File: config.mk
export PLATFORM = sky130hd
export DESIGN_NAME = enable_addr_dr_fifo
export DESIGN_NICKNAME = d
export VERILOG_FILES = /design/src/rtl/enable_addr_pkg.sv /design/src/rtl/dr_complete_det.sv /design/src/rtl/enable_addr_dr_fifo.sv
export SDC_FILE = /design/constraint.sdc
export NUM_CORES = 1
export LEC_CHECK = 0
export BUFFER_PORTS_ARGS = -buffer_cell sky130_fd_sc_hd__buf_2
export CAP_MARGIN = 20
export CORE_ASPECT_RATIO = 1.1
export CORE_MARGIN = 1.5
export CORE_UTILIZATION = 45
export CTS_CLUSTER_SIZE = 10
export DETAILED_ROUTE_END_ITERATION = 8
export PLACE_DENSITY = 0.7
export SYNTH_ARGS = -nofsm -noshare
export SYNTH_HDL_FRONTEND = slang
export SYNTH_SLANG_ARGS = --single-unit
export TNS_END_PERCENT = 10
File: constraint.sdc
create_clock -name clk -period 3.7 [get_ports clk]
set_input_delay 0.74 -clock clk [delete_from_list [all_inputs] [get_ports clk]]
set_output_delay 0.74 -clock clk [all_outputs]
set_load 0.005 [all_outputs]
File: src/rtl/enable_addr_pkg.sv
// enable_addr_pkg: shared rail-pair codes, FSM states and the encoded-zero word
package enable_addr_pkg;
  localparam logic [1:0] PAIR_NULL = 2'b00;
  localparam logic [1:0] PAIR_F = 2'b01;
  localparam logic [1:0] PAIR_T = 2'b10;
  localparam logic [1:0] PAIR_ILL = 2'b11;
  localparam int MAX_ADDR_W = 64;
  // Widest encoded zero; users slice off the low 2*ADDR_W bits
  localparam logic [2*MAX_ADDR_W-1:0] ENC_ZERO = {MAX_ADDR_W{PAIR_F}};
  typedef enum logic {IN_WAIT_DATA, IN_WAIT_NULL} in_state_t;
  typedef enum logic {OUT_NULL, OUT_DATA} out_state_t;
endpackage

File: src/rtl/dr_complete_det.sv
// dr_complete_det: combinational complete/null/illegal detection over a dual-rail bus
module dr_complete_det
  import enable_addr_pkg::*;
#(
  parameter int W = 1
) (
  input  logic [2*W-1:0] bus,
  output logic           complete,
  output logic           is_null,
  output logic           illegal
);
  always_comb begin
    complete = 1'b1;
    illegal = 1'b0;
    for (int i = 0; i < W; i++) begin
      complete &= bus[2*i+:2] == PAIR_F || bus[2*i+:2] == PAIR_T;
      illegal |= bus[2*i+:2] == PAIR_ILL;
    end
  end
  assign is_null = ~|bus;
endmodule

File: src/rtl/enable_addr_dr_fifo.sv
// enable_addr_dr_fifo: dual-rail address enable stage buffering DEPTH wavefronts
module enable_addr_dr_fifo
  import enable_addr_pkg::*;
#(
  parameter int ADDR_W = 4,
  parameter int DEPTH = 2,
  parameter bit PH_F_MODE = 1'b1
) (
  input  logic                       clk,
  input  logic                       rst,
  input  logic [1:0]                 ph_in,
  input  logic [2*ADDR_W-1:0]        addr_in,
  output logic                       ack,
  output logic [2*ADDR_W-1:0]        addr_out,
  input  logic                       ack_in,
  output logic                       err,
  output logic [$clog2(DEPTH+1)-1:0] count
);
  localparam int AW = $clog2(DEPTH);
  localparam int CW = $clog2(DEPTH+1);
  localparam logic [2*ADDR_W-1:0] ZERO_WORD = ENC_ZERO[2*ADDR_W-1:0];
  logic complete, is_null, illegal, cap, push, pop, load;
  in_state_t in_state, in_next;
  out_state_t out_state, out_next;
  logic [2*ADDR_W-1:0] mem [DEPTH];
  logic [AW-1:0] wr_ptr, rd_ptr;
  dr_complete_det #(.W(ADDR_W + 1)) u_det (
    .bus({ph_in, addr_in}),
    .complete(complete),
    .is_null(is_null),
    .illegal(illegal)
  );
  // Full/empty use the pre-edge count: no bypass from pop to push
  assign cap = in_state == IN_WAIT_DATA && complete && !illegal && count < CW'(DEPTH);
  assign push = cap && (ph_in == PAIR_T || PH_F_MODE);
  assign load = out_state == OUT_NULL && count != '0 && !ack_in;
  assign pop = out_state == OUT_DATA && ack_in;
  always_ff @(posedge clk or posedge rst)
    if (rst) begin
      in_state <= IN_WAIT_DATA;
      out_state <= OUT_NULL;
    end else begin
      in_state <= in_next;
      out_state <= out_next;
    end
  always_comb begin
    in_next = in_state == IN_WAIT_DATA ? (cap ? IN_WAIT_NULL : IN_WAIT_DATA)
                                       : (is_null ? IN_WAIT_DATA : IN_WAIT_NULL);
    out_next = out_state == OUT_NULL ? (load ? OUT_DATA : OUT_NULL)
                                     : (ack_in ? OUT_NULL : OUT_DATA);
  end
  always_comb ack = in_state == IN_WAIT_NULL;
  always_ff @(posedge clk or posedge rst)
    if (rst) begin
      addr_out <= '0;
      err <= 1'b0;
      count <= '0;
      wr_ptr <= '0;
      rd_ptr <= '0;
    end else begin
      addr_out <= load ? mem[rd_ptr] : pop ? '0 : addr_out;
      err <= err | illegal;
      count <= count + CW'(push) - CW'(pop);
      wr_ptr <= wr_ptr + AW'(push);
      rd_ptr <= rd_ptr + AW'(pop);
    end
  always_ff @(posedge clk)
    if (push) mem[wr_ptr] <= ph_in == PAIR_T ? addr_in : ZERO_WORD;
endmodule

Yosys cells after proc, flatten, opt, wreduce, memory -nomap -nowiden
Memory sizes are Yosys's and may differ from the RTL's.
Cells that the tools add are included.

word-level totals
  memories kept = 1
  register bits = 15
  RAM bits = 16
  logic and storage cells = 65
  input port bits = 13
  latch bits = 0
  output and inout port bits = 12
  memory bits (read-only) = 0

operators by class
  magnitude comparators = 1
  shifts and indexed selects = 0
  eq/ne operators = 15
  div/mod/pow operators = 0
  add/subtract/negate cells = 4
  $mul = 0
  multiplexer cells = 10
  reduce and logical (&&, ||, !) cells = 16
  bitwise gates (word level) = 11

memory list
  memory  depth  width  read ports  clocked after memory_dff  write ports  RTL line                   RTL
  mem     2      8      1           0                         1            enable_addr_dr_fifo.sv:25  logic [2*ADDR_W-1:0] mem [DEPTH];

operators by type and width
  cell                number
  $mux 8              3
  $eq 2x2->1 const B  10
  $eq 2x1->1 const B  5
  $reduce_or 10->1    1
  $mux 1              7
  $logic_and 1x1->1   6
  $logic_or 1x1->1    5
  $or 1x1->1          5
  $and 1x1->1         4
  $reduce_bool 2->1   2
  $add 1x1->1         2
  $add 2x1->2         1
  $logic_not 1->1     2
  $lt 2x2->1 const B  1
  $not 1->1           2
  $sub 2x1->2         1

Longest topological paths before layout
  depth in word-level cells = 11
  mapped depth = 10
  depth with buffers taken out = 10

By module
From an unflattened synthesis, not the netlist that was laid out.

unflattened totals
  cells, all modules = 117
  area total of the unflattened synthesis = 1,462.7 um2

modules (own cells, without submodules)
  module               cells each  area each (um2)  instances
  enable_addr_dr_fifo  88          1,262.5          1
  dr_complete_det      29          200.2            1

Least setup slack after synthesis
OpenSTA, ideal clock, no wires.

  kind = in2reg
  start point = input port addr_in[0]
  end point = register count[1]
  required time = 3,575 ps
  arrival = 2,879 ps
  path buffers = 0
  stages = 9
  setup slack = 696 ps
  path through = ha_1 -> or4_4 -> or4_4 -> or2_1 -> ha_1 -> inv_1 -> ha_1 -> xnor2_1 -> xnor2_1

on the way
  cells in the longest elaborated chain, start to end = 11
  elaborated cells on any way between the ends = 18
  classes of those cells = add/sub (2); eq/ne (3); bitwise (8); reduce/logical (5)

RTL lines
  element                                   RTL line                   RTL
  from (decl)                               enable_addr_dr_fifo.sv:12  input logic [2*ADDR_W-1:0] addr_in,
  $eq 2x1->1 or $eq 2x2->1 (tied branches)  dr_complete_det.sv:16      complete &= bus[2*i+:2] == PAIR_F || bus[2*i+:2] == PAIR_T;
  $logic_or 1x1->1                          dr_complete_det.sv:16
  $and 1x1->1 (4 in a row)                  dr_complete_det.sv:16
  $logic_and 1x1->1                         enable_addr_dr_fifo.sv:34  assign cap = in_state == IN_WAIT_DATA && complete && !illegal && count < CW'(DEPTH);
  $logic_and 1x1->1 (*) (2 in a row)        enable_addr_dr_fifo.sv:34
  $add 2x1->2 (*)                           enable_addr_dr_fifo.sv:63  count <= count + CW'(push) - CW'(pop);
  $sub 2x1->2 (*)                           enable_addr_dr_fifo.sv:63
  to (signal assigned)                      enable_addr_dr_fifo.sv:63
  to (decl)                                 enable_addr_dr_fifo.sv:17  output logic [$clog2(DEPTH+1)-1:0] count

Mark *: on every way between the ends. The rest lies on a longest branch, timed or not.
A chain may end at the register's enable or synchronous reset.

Worst setup path in the final report
Ends and elaborated chain as after synthesis.

==> metrics.txt <==
# TYPE chip_impl_metric gauge
chip_impl_metric{name="area.growth.synth_to_final",unit="%"} 14.38
chip_impl_metric{name="worst-endpoint-arrival",unit="ns"} 3.11
chip_impl_metric{name="global_route.usage.total",unit="%"} 13.60
chip_impl_metric{name="cts-buffers-inserted",unit=""} 5
chip_impl_metric{name="critPathRequiredTime",unit="ns"} 3.95
chip_impl_metric{name="drt-pass1-iter-count",unit=""} 4
chip_impl_metric{name="mean_area_per_synthesized_cell",unit="sq um"} 12.86
chip_impl_metric{name="core",unit="sq um"} 3074
chip_impl_metric{name="slew_headroom",unit="%"} 38.01
chip_impl_metric{name="gr-total-overflow",unit=""} 0
chip_impl_info{name="r2r-start",value="count[1]"} 1
chip_impl_metric{name="placement.io_buffers",unit=""} 24
chip_impl_metric{name="final.setup.tns",unit="ns"} 0
chip_impl_metric{name="finalNetCount",unit=""} 171
chip_impl_metric{name="first_global_vias",unit=""} 817
chip_impl_metric{name="detail_route.drc_violations",unit=""} 0
chip_impl_metric{name="postSynthCellCount",unit=""} 113
chip_impl_metric{name="area.sequential",unit="sq um"} 855.8
chip_impl_metric{name="via_per_inst",unit=""} 4.837
chip_impl_metric{name="post_cts_hold_fix_bufs",unit=""} 0
chip_impl_metric{name="via_count",unit=""} 861
chip_impl_metric{name="synth_cell_type_count",unit=""} 19
chip_impl_metric{name="timing.final.setup_violations",unit=""} 0
chip_impl_metric{name="synth.yosys.seq_area_share",unit="%"} 58.91
chip_impl_metric{name="syn-cell-area",unit="sq um"} 1453
chip_impl_metric{name="clock_slew_seen_by_the_registers_of_the_worst_setup_and_hold_paths",unit="ns"} 0.09
chip_impl_metric{name="grt_first_pass_wirelength",unit="microns"} 3581
chip_impl_metric{name="max-vdd-ir-drop",unit="mV"} 0.3209
chip_impl_info{name="critical_path.startpoint_type",value="input port"} 1
chip_impl_metric{name="power-per-cell-area",unit="nW/um^2"} 536.2
chip_impl_metric{name="post_syn_nets",unit=""} 141
chip_impl_metric{name="timing.final.ws_setup",unit="ns"} 0.8423
chip_impl_metric{name="clock_skew",unit="ns"} 0.006324
chip_impl_info{name="status",value="complete, no violations"} 1
chip_impl_metric{name="die_area",unit="sq um"} 3578
chip_impl_metric{name="final_weighted_congestion_of_routability_driven_global_placement",unit=""} 0.7811
chip_impl_metric{name="initial_core_utilization",unit="%"} 47.25
chip_impl_metric{name="power.leakage",unit="nW"} 0.8362
chip_impl_metric{name="yosys_register_bits",unit=""} 31
chip_impl_info{name="yosys_most_used_dff",value="sky130_fd_sc_hd__edfxtp_1"} 1
chip_impl_metric{name="cts-htree-levels",unit=""} 2
chip_impl_metric{name="count_of_boundary_i_o_pins",unit=""} 25
chip_impl_metric{name="routed_wirelength",unit="microns"} 2086
chip_impl_metric{name="grt_antenna_before_repair",unit=""} 0
chip_impl_info{name="rr_endpoint",value="count[1]"} 1
chip_impl_metric{name="rr_worst_depth",unit=""} 8
chip_impl_metric{name="dp_hpwl",unit="microns"} 1663
chip_impl_metric{name="synth_edf_count",unit=""} 16
chip_impl_metric{name="multi_input_logic_area",unit="sq um"} 536.8
chip_impl_metric{name="final_hold_violation_count",unit=""} 0
chip_impl_metric{name="grt_max_degree",unit=""} 16
chip_impl_metric{name="asr_flop_ratio_synth",unit="%"} 48.39
chip_impl_metric{name="achievable-frequency",unit="MHz"} 349.9
chip_impl_metric{name="timing.reg2reg.setup_slack",unit="ns"} 1.58
chip_impl_metric{name="dr.first_iter.drc_count",unit=""} 13
chip_impl_metric{name="num_antenna_cells",unit=""} 0
chip_impl_metric{name="dp_slack",unit="ns"} 0.4831
chip_impl_metric{name="std_cell_rows",unit=""} 21
chip_impl_info{name="min-delay-path-class",value="input port to async pin"} 1
chip_impl_metric{name="wire_per_inst",unit="microns"} 11.72
chip_impl_info{name="setup.worst_path.end_class",value="flop"} 1
chip_impl_metric{name="dieWidth",unit="microns"} 57.17
chip_impl_metric{name="critical_path.max_fanout",unit=""} 3
chip_impl_metric{name="timing.final.crit_period",unit="ns"} 2.858
chip_impl_metric{name="cts.sinks",unit=""} 31
chip_impl_metric{name="clock_tree.buffer_depth",unit=""} 2
chip_impl_metric{name="drv_slew",unit=""} 0
chip_impl_info{name="unrepaired_setup_endpoints_after_global_routing",value="false"} 1
chip_impl_metric{name="worst-slew-pin-transition",unit="ns"} 0.9237
chip_impl_metric{name="final.period_utilization",unit="%"} 77.24
chip_impl_info{name="root_buffer",value="sky130_fd_sc_hd__clkbuf_4"} 1
chip_impl_metric{name="postCtsSetupBuffers",unit=""} 0
chip_impl_metric{name="drive_above_1_share",unit="%"} 22.92
chip_impl_info{name="tritoncts",value="done"} 1
chip_impl_metric{name="synth_warnings",unit=""} 0
chip_impl_metric{name="die-height",unit="microns"} 62.59
chip_impl_metric{name="clk_latency",unit="ns"} 0.32
chip_impl_metric{name="filler_cell_count",unit=""} 276
chip_impl_metric{name="cts.repair.resized",unit=""} 0
chip_impl_metric{name="drv.max_cap_violation_count",unit=""} 0
chip_impl_metric{name="antenna_left",unit=""} 0
chip_impl_info{name="setup.worst_path.class",value="input port to flop"} 1
cells by family (layout without fill, tap and decap cells):
| logic type | count (synthesis) | count (layout) | share of synthesized area (%) |
|---|---|---|---|
| DFF | 31 | 31 | 58.91 |
| and+or+nand+nor | 29 | 29 | 10.16 |
| muxes | 16 | 16 | 11.02 |
| buffers and inverters | 16 | 47 | 4.134 |
| adders and majority gates | 15 | 15 | 12.92 |
| AOI/OAI and AO/OA | 3 | 3 | 1.033 |
| xor gates and xnor gates | 3 | 3 | 1.809 |
worst max path at each step:
stage | start | end | slack, ns | depth (start not counted)
after floorplan | addr_in[0] | count[1] | 0.70 | 9
after global placement | addr_in[0] | count[1] | 0.54 | 10
after detailed placement | addr_in[0] | count[1] | 0.48 | 10
after CTS | addr_in[0] | count[1] | 0.83 | 10
after global routing | addr_in[0] | count[1] | 0.79 | 10
final | addr_in[0] | count[1] | 0.84 | 10
Yosys cell counts, types with 2 or more instances:
cell type	count	area, sq um
sky130_fd_sc_hd__edfxtp_1	16	480.5
sky130_fd_sc_hd__nand2_1	14	52.55
sky130_fd_sc_hd__ha_1	15	187.7
sky130_fd_sc_hd__mux2i_1	16	160.2
sky130_fd_sc_hd__and2_1	4	25.02
sky130_fd_sc_hd__o21ai_0	2	10.01
sky130_fd_sc_hd__dfrtp_1	15	375.4
sky130_fd_sc_hd__xnor2_1	3	26.28
sky130_fd_sc_hd__inv_1	15	56.30
sky130_fd_sc_hd__nor2_1	3	11.26
sky130_fd_sc_hd__or4_4	2	22.52
state kept, by name, indices dropped and copies added, names as in the netlist:
| signal | flops |
|---|---|
| rd_ptr | 1 |
| addr_out | 8 |
| wr_ptr | 1 |
| mem | 16 |
| out_state | 1 |
| count | 2 |
| ack | 1 |
| err | 1 |
metrics by stage:
step	area [sq um]	hold slack [ns]	std cells	utilization, %	total power [mW]
after detailed placement	1612	0.4610	170	52.42	0.7296
final	1662	0.4549	178	54.05	0.8909
after global routing	1662	0.4926	178	54.05	0.9626
after global placement	1612	0.4658	170	52.42	0.7163
after floorplan	1453	0.4694	113	-	0.6370
after CTS	1662	0.4763	178	54.05	0.9089
metal layers:
layer / part of all wire, % / GRT usage (%) / vias up
li1: - / - / 440
met1: 44 / 15.75 / 392
met2: 48 / 21.26 / 25
met3: 5.8 / 5.797 / 4
met4: 2.0 / 6.977 / 0
met5: 0 / 0 / -
cell usage in the layout (no fill, tap or decap):
| cell type | instances |
|---|---|
| sky130_fd_sc_hd__dfrtp_1 | 15 |
| sky130_fd_sc_hd__nor2_1 | 3 |
| sky130_fd_sc_hd__xnor2_1 | 3 |
| sky130_fd_sc_hd__or2_1 | 1 |
| sky130_fd_sc_hd__edfxtp_1 | 16 |
| sky130_fd_sc_hd__or4_4 | 2 |
| sky130_fd_sc_hd__nand2b_1 | 1 |
| sky130_fd_sc_hd__clkinv_2 | 1 |
| sky130_fd_sc_hd__clkinv_1 | 1 |
| sky130_fd_sc_hd__o21ai_0 | 2 |
| sky130_fd_sc_hd__clkbuf_4 | 5 |
| sky130_fd_sc_hd__o21ai_1 | 1 |
| sky130_fd_sc_hd__mux2i_1 | 16 |
| sky130_fd_sc_hd__buf_2 | 24 |
| sky130_fd_sc_hd__and2_1 | 4 |
| sky130_fd_sc_hd__nand4_1 | 1 |
| sky130_fd_sc_hd__clkbuf_1 | 1 |
| sky130_fd_sc_hd__ha_1 | 15 |
| sky130_fd_sc_hd__inv_1 | 15 |
| sky130_fd_sc_hd__nor3_1 | 1 |
| sky130_fd_sc_hd__nand3_1 | 1 |
| sky130_fd_sc_hd__nand2_1 | 14 |
| sky130_fd_sc_hd__or3_2 | 1 |
report_power, final:
group / internal, mW / switching (mW)
registers: 0.430 / 0.0629
clock network: 0.0712 / 0.106
logic: 0.124 / 0.0966
layout make-up:
class                   count  share of cell area (%)
flip-flops and latches     31                   51.51
clock inverters             2                  0.5271
clock buffers               6                   2.485
inverters                  15                   3.389
multi-input cells          66                   32.30
well taps                  34                   2.560
repair buffers             24                   7.229
critical path: stages:
cell	delay [ns]
sky130_fd_sc_hd__buf_2	0.11
sky130_fd_sc_hd__ha_1	0.18
sky130_fd_sc_hd__or4_4	0.54
sky130_fd_sc_hd__or4_4	0.53
sky130_fd_sc_hd__or2_1	0.22
sky130_fd_sc_hd__ha_1	0.27
sky130_fd_sc_hd__inv_1	0.04
sky130_fd_sc_hd__ha_1	0.18
sky130_fd_sc_hd__xnor2_1	0.16
sky130_fd_sc_hd__xnor2_1	0.13
No activity file was read; power rests on OpenSTA's default activity.
